`config.mk`:
```
export PLATFORM = sky130hd
export DESIGN_NAME = squeeze_layer_sequencer
export DESIGN_NICKNAME = d
export VERILOG_FILES = /design/src/rtl/squeeze_layer_sequencer.sv
export SDC_FILE = /design/constraint.sdc
export NUM_CORES = 1
export LEC_CHECK = 0
export ABC_AREA = 1
export BUFFER_PORTS_ARGS = -buffer_cell sky130_fd_sc_hd__clkbuf_2
export CAP_MARGIN = 20
export CORE_ASPECT_RATIO = 0.75
export CORE_MARGIN = 2
export CORE_UTILIZATION = 57
export CTS_CLUSTER_DIAMETER = 40
export DETAILED_ROUTE_END_ITERATION = 10
export GPL_TIMING_DRIVEN = 0
export PLACE_DENSITY = 0.83
export SYNTH_ARGS = -nofsm -noshare
export SYNTH_HDL_FRONTEND = slang
export SYNTH_SLANG_ARGS = --single-unit
export TNS_END_PERCENT = 10
```
`constraint.sdc`:
```
create_clock -name clk -period 4 [get_ports clk]
set_clock_uncertainty 0.15 [all_clocks]
set_input_delay 0 -clock clk [delete_from_list [all_inputs] [get_ports clk]]
set_output_delay 0 -clock clk [all_outputs]
set_load 0.03 [all_outputs]
```
`src/rtl/squeeze_layer_sequencer.sv`:
```
// rtl/squeeze_layer_sequencer.sv - address/strobe sequencer for one squeeze conv layer
// Streams IFM/ROM addresses per tap and emits MAC clear and OFM write strobes per pixel.
module squeeze_layer_sequencer #(
    parameter int WOUT       = 8,
    parameter int CHIN       = 384,
    parameter int KERNEL_DIM = 3,
    parameter int MAC_LAT    = 2,
    localparam int TAPS      = KERNEL_DIM * KERNEL_DIM * CHIN,
    localparam int PIX       = WOUT * WOUT,
    localparam int TW        = $clog2(TAPS),
    localparam int PW        = $clog2(PIX),
    localparam int AW        = $clog2(TAPS * PIX)
) (
    input  logic          clk,
    input  logic          rst,
    input  logic          start,
    input  logic          hold,
    input  logic          ram_feedback,
    output logic          layer_en,
    output logic [AW-1:0] ifm_addr,
    output logic [TW-1:0] rom_addr,
    output logic          clr_pulse,
    output logic          sample,
    output logic [PW-1:0] ofm_wr_addr,
    output logic          busy,
    output logic          finish
);
    localparam int DW = $clog2(MAC_LAT + 1);
    localparam logic [TW-1:0] TAP_LAST   = TW'(TAPS - 1);
    localparam logic [PW-1:0] PIX_LAST   = PW'(PIX - 1);
    localparam logic [AW-1:0] TAPS_A     = AW'(TAPS);
    localparam logic [DW-1:0] DRAIN_LAST = DW'(MAC_LAT);

    typedef enum logic [1:0] {S_IDLE, S_RUN, S_DRAIN, S_DONE} state_t;

    state_t               state_q, state_d;
    logic [TW-1:0]        tap_q, tap_d;
    logic [PW-1:0]        pix_q, pix_d;
    logic [PW-1:0]        ofm_q, ofm_d;
    logic [DW-1:0]        drain_q, drain_d;
    logic [MAC_LAT-1:0]   pipe_q, pipe_d;
    logic                 sample_q, sample_d;
    logic                 last_tap;

    always_ff @(posedge clk or posedge rst) begin
        if (rst) begin
            state_q  <= S_IDLE;
            tap_q    <= '0;
            pix_q    <= '0;
            ofm_q    <= '0;
            drain_q  <= '0;
            pipe_q   <= '0;
            sample_q <= 1'b0;
        end else begin
            state_q  <= state_d;
            tap_q    <= tap_d;
            pix_q    <= pix_d;
            ofm_q    <= ofm_d;
            drain_q  <= drain_d;
            pipe_q   <= pipe_d;
            sample_q <= sample_d;
        end
    end

    assign layer_en    = (state_q == S_RUN) && !hold;
    assign last_tap    = (tap_q == TAP_LAST) && layer_en;
    // Product term kept at full AW width so pix*TAPS never truncates.
    assign ifm_addr    = AW'(pix_q) * TAPS_A + AW'(tap_q);
    assign rom_addr    = tap_q;
    assign clr_pulse   = pipe_q[MAC_LAT-1];
    assign sample      = sample_q;
    assign ofm_wr_addr = sample_q ? ofm_q : '0;
    assign busy        = (state_q != S_IDLE);
    assign finish      = (state_q == S_DONE);

    always_comb begin
        state_d  = state_q;
        tap_d    = tap_q;
        pix_d    = pix_q;
        ofm_d    = ofm_q;
        drain_d  = drain_q;
        pipe_d   = '0;
        sample_d = pipe_q[MAC_LAT-1];

        pipe_d[0] = last_tap;
        for (int i = 1; i < MAC_LAT; i++) begin
            pipe_d[i] = pipe_q[i-1];
        end

        if (sample_q) begin
            ofm_d = ofm_q + PW'(1);
        end

        case (state_q)
            S_IDLE: begin
                if (start) begin
                    state_d = S_RUN;
                    tap_d   = '0;
                    pix_d   = '0;
                    ofm_d   = '0;
                end
            end
            S_RUN: begin
                if (layer_en) begin
                    if (tap_q == TAP_LAST) begin
                        tap_d = '0;
                        if (pix_q == PIX_LAST) begin
                            pix_d   = '0;
                            drain_d = '0;
                            state_d = S_DRAIN;
                        end else begin
                            pix_d = pix_q + PW'(1);
                        end
                    end else begin
                        tap_d = tap_q + TW'(1);
                    end
                end
            end
            S_DRAIN: begin
                // Stay long enough for the final clear and its sample to leave the pipe.
                if (drain_q == DRAIN_LAST) begin
                    state_d = S_DONE;
                end else begin
                    drain_d = drain_q + DW'(1);
                end
            end
            S_DONE: begin
                if (ram_feedback) begin
                    state_d = S_IDLE;
                end
            end
            default: state_d = S_IDLE;
        endcase
    end
endmodule

```
# After elaboration in Yosys (flattened, before gate mapping)
# Index checks and enable logic that the tools add are counted.
[classes] n_mul=1 mux=25 n_addsub=5 n_reduce_logical=11 eq_ne=13
[op_table] operator="$mux W6" n=8
[op_table] operator="$mux W12" n=3
[op_table] operator="$pmux W12 S2" n=1
[op_table] operator="$mux W2" n=10
[op_table] operator="$add A18 B12 Y18" n=1
[op_table] operator="$add A12 B1 Y12 const B" n=1
[op_table] operator="$add A6 B1 Y6 const B" n=2
[op_table] operator="$eq A12 B12 Y1 const B" n=1
[op_table] operator="$pmux W6 S2" n=1
[op_table] operator="$mul A6 B5 Y11 const B" n=1
[op_table] operator="$ne A2 B2 Y1 const B" n=5
[op_table] operator="$pmux W2 S4" n=1
[op_table] operator="$eq A2 B2 Y1 const B" n=3
[op_table] operator="$eq A6 B6 Y1 const B" n=1
[op_table] operator="$reduce_and A6 Y1" n=1
[op_table] operator="$reduce_bool A2 Y1" n=3
[op_table] operator="$reduce_and A5 Y1" n=1
[op_table] operator="$ne A2 B1 Y1 const B" n=2
[op_table] operator="$pmux W2 S2" n=1
[op_table] operator="$reduce_and A4 Y1" n=1
[op_table] operator="$reduce_and A3 Y1" n=1
[op_table] operator="$add A2 B1 Y2 const B" n=1
[op_table] operator="$eq A2 B1 Y1 const B" n=1
[op_table] operator="$logic_and A1 B1 Y1" n=2
[op_table] operator="2 further kinds" n=2
[totals] wordCells=62 in_bits=5 register_bits=31

# Logic depth before layout (Yosys ltp)
[depth] depth_word=5 ltp_mapped=17 ltp_nobuf=17

# Least setup slack after synthesis
# Ideal clock, no wire load.
[synth_path] path_type="reg2out" start="reg pix_q[0]" end="out ifm_addr[14]" path_stages_with_launch=12 t_arrival_ns=3.347 path_slack_ns=0.503 path_buffers=0 cell_sequence="dfrtp_1 ha_1 ha_1 fa_1 ha_1 xnor2_1 ha_1 a21oi_1 o21ai_0 a21oi_1 nor2_2 xnor2_1"
[synth_between] elab_chain_cells=2
[synth_rtl] element="from (decl)" line_no="38" rtl="logic [PW-1:0] pix_q, pix_d;"
[synth_rtl] element="from (signal assigned)" line_no="57" rtl="pix_q <= pix_d;"
[synth_rtl] element="$mul A6 B5 Y11" line_no="68" rtl="assign ifm_addr = AW'(pix_q) * TAPS_A + AW'(tap_q);"
[synth_rtl] element="$add A18 B12 Y18" line_no="68"
[synth_rtl] element="to (decl)" line_no="20" rtl="output logic [AW-1:0] ifm_addr,"
# No other way between the ends.

# Worst setup path in the final report
[layout_path] start="reg pix_q[2]" end="out ifm_addr[15]"
# Same word-level chain as after synthesis.

==> results.py <==
metrics = {
    "global_routing": {
        "grt-ovfl-total": 0,
        "grt_util_met2_pct": 34.9,
        "use_met1_pct": 32.7,
        "grt_pass1_wl_um": 9980,
        "antenna_found_initial": 0,
        "busiest_layer": "met2",
        "grt_max_degree": 25,
        "gr-usage-all-layers_pct": 22.6,
        "grt_pass1_vias": 2224,
        "grt_use_met3_pct": 4.84,
    },
    "synth": {
        "synth_seq_area_share_pct": 27.9,
        "syn_inst": 378,
        "ys_top_cells_by_area": "dfrtp_1 28%, ha_1 16%, nand2_1 13%",
        "avgSynthCellArea_um2": 7.36,
        "ys_ff_latch": 31,
        "synth.largest_area_cell": "dfrtp_1",
        "synth.area.mux_share_pct": 0.360,
        "synth_top_family_by_area": "simple AND/OR/NAND/NOR gates",
        "synthAdderAreaFrac_pct": 20.5,
        "synth_top_area_share_pct": 27.9,
        "synth_warnings": 0,
        "synth_cell_types": 32,
        "synth_xor_area_share_pct": 5.03,
        "synth.net_count": 425,
        "synth_compound_area_share_pct": 7.33,
        "syn_area_mm2": 0.00278,
        "synthSimpleGateAreaFrac_pct": 27.2,
    },
    "detailed_routing": {
        "postRouteAntennaNets": 0,
        "totalWireLength_um": 5880,
        "drc_errors": 0,
        "firstDrtPassIters": 4,
        "post_drt_via_cell_ratio": 5.19,
        "wl_per_cell_um": 11.9,
        "num_vias": 2554,
        "drt_iter0_drc": 170,
    },
    "setup_path": {
        "cp_cell_sequence": "ha_1 -> inv_1 -> fa_1 -> fa_1 -> inv_1 -> ha_4 -> nand2_1 -> nand2_1 -> inv_1 -> nand2_1 -> nand2_1 -> nand2_1 -> nand3_1 -> nor2_4 -> xor2_1 -> buf_2",
        "cp_max_fo": 5,
        "cp-start-kind": "register",
        "end_kind": "output port",
        "cp_common_cell": "nand2_1",
        "critical_path_arrival_ns": 3.64,
        "critical-path-max-stage-delay_ns": 0.53,
        "path_class": "register to output port",
        "crit_buf_inv": 4,
        "cp_slowest_cell": "fa_1",
        "required_ns": 3.85,
        "path_delay_family": "adder cells",
    },
    "sta": {
        "tightest_slew_ns": 0.402,
        "maxSlewHeadroom_pct": 73.1,
        "setup_viol": 0,
        "finalCriticalPeriod_ns": 3.79,
        "min_period_over_period_pct": 94.8,
        "hold_viol_final": 0,
        "max_freq_ghz": 0.264,
        "setup_tns_ns": 0,
        "slew_violations": 0,
    },
    "cts": {
        "clkTransAtPathRegs_ns": 0.07,
        "root_buffer": "clkbuf_8",
        "htreeDepth": 2,
        "cts.path.max_buffers": 2,
        "cts_buffers": 5,
        "clk-insertion-delay-late_ns": 0.28,
        "cts_tree": "built",
        "cts.sinks": 31,
    },
    "final_layout": {
        "fill_cells": 370,
        "diodes": 0,
        "drive_gt1_share_pct": 19.8,
        "nets": 481,
        "layoutNonFillerInstCount": 492,
        "syn2layout_area_growth_pct": 17.9,
    },
    "place": {
        "dpl.hpwl_um": 4570,
        "gp_congestion": 0.869,
        "portBuffers": 45,
        "dp_cells": 481,
    },
    "status": {
        "status": "finished clean",
    },
    "floorplanning": {
        "die_area_mm2": 0.00546,
        "dieHeight_um": 64.5,
        "rows": 21,
        "die_x_um": 84.7,
        "top_level_ports": 46,
        "coreArea_mm2": 0.00457,
        "start_util_pct": 60.9,
    },
    "hold_path": {
        "hold_class": "primary input to register",
    },
    "run": {
        "max-cap-violations": 0,
    },
    "pwr": {
        "cellPowerDensity_mw_per_mm2": 451,
        "ir_drop_v": 0.000376,
        "p_leak_uw": 0.00193,
        "p_total_uw": 1480,
    },
}
-- synthesized netlist by cell type --
cell type and number:
nand3_1 22, a21o_1 1, xor2_1 10, dfrtp_1 31
o21ai_2 3, mux2i_1 1, nor3_1 3, nor3_2 1
or2_4 1, nor4_1 1, buf_4 8, a21oi_2 1
nand3b_1 3, nor2_2 3, ha_1 36, nand2_1 95
fa_1 6, a31oi_1 1, nor2_1 34, a21oi_1 15
buf_6 1, a211oi_1 1, o21ai_0 13, nor3b_1 1
or2_2 1, nand2_2 5, o21a_1 1, xnor2_1 6
inv_2 1, nand4_1 6, buf_2 2, inv_1 64
-- power by group --
group | internal [uW] | leakage [uW] | switching [uW]
registers | 348 | 0.000424 | 37.0
clock network | 201 | 0.0000612 | 118
logic | 263 | 0.00145 | 514
-- layer usage --
metal	wire, um	vias to the layer above
li1	-	1300
met1	2930	1183
met2	2610	66
met3	310	5
met4	21	0
met5	0	-
-- tightest hold or removal path, delay by kind of cell --
| family | cells | cell delay, ns |
|---|---|---|
| and+or+nand+nor | 1 | 0.13 |
| AOI/OAI and AO/OA | 2 | 0.16 |
| buffers and inverters | 2 | 0.13 |
-- placed cells by master (no fill, tap or decap), drive strengths merged, types with 2 or more instances in the layout --
master	Yosys	layout
a21oi	16	16
buf	11	13
clkbuf	0	50
dfrtp	31	31
dlygate4sd3	0	3
fa	6	6
ha	36	36
inv	65	65
nand2	100	100
nand3	22	22
nand3b	3	3
nand4	6	6
nor2	37	37
nor3	4	4
o21ai	16	16
or2	2	2
xnor2	6	6
xor2	10	10
-- layout make-up --
type	count	area (um^2)	share of cell area, %
plain buffers	11	81.3	2.48
inverters	65	244	7.43
flip-flops and latches	31	778	23.7
multi-input cells	271	1710	52.0
well taps	57	71.3	2.17
clock buffers	6	82.6	2.52
repair buffers	49	283	8.62
clock inverters	2	35.0	1.07
-- state kept, by name, indices dropped and copies added, names as in the netlist --
signal and count:
drain_q 2, ofm_q 6, pipe_q 2, pix_q 6, rom_addr 12, sample 1
state_q 2
-- per-stage QoR --
stage	setup WS [ns]	instance area, um^2	hold WS [ns]	utilization, %
floorplan	0.503	2780	-0.0793	-
global placement	0.465	3080	0.106	67.4
detailed placement	0.404	3110	-0.168	68.0
CTS	0.0750	3260	0.0273	71.2
global route	-0.0213	3280	0.0522	71.8
finish	0.206	3280	0.0301	71.8
-- worst paths after layout --
check	endpoint	depth (start not counted)	slack (ns)	start
min reg2reg	pipe_q[1]	0	0.20	pipe_q[0]
min	state_q[0]	5	0.03	ram_feedback
max in group asynchronous	pix_q[2]	4	3.16	rst
max reg2reg	rom_addr[10]	11	2.07	state_q[0]
min in group asynchronous	ofm_q[2]	3	0.07	rst
max	ifm_addr[15]	16	0.21	pix_q[2]
-- logic make-up after synthesis --
logic type	after synthesis
AOI/OAI and AO/OA	36
xor gates and xnor gates	16
adders and majority gates	42
buffers and inverters	76
DFF	31
muxes	1
and+or+nand+nor	176
-- what timing repair did --
item,in CTS,in global routing
gates resized for setup,0,7
setup endpoints to repair,0,5
hold buffers,3,0
buffers inserted,0,0
hold endpoints to repair,34,0
(Power assumes the default switching activity.)
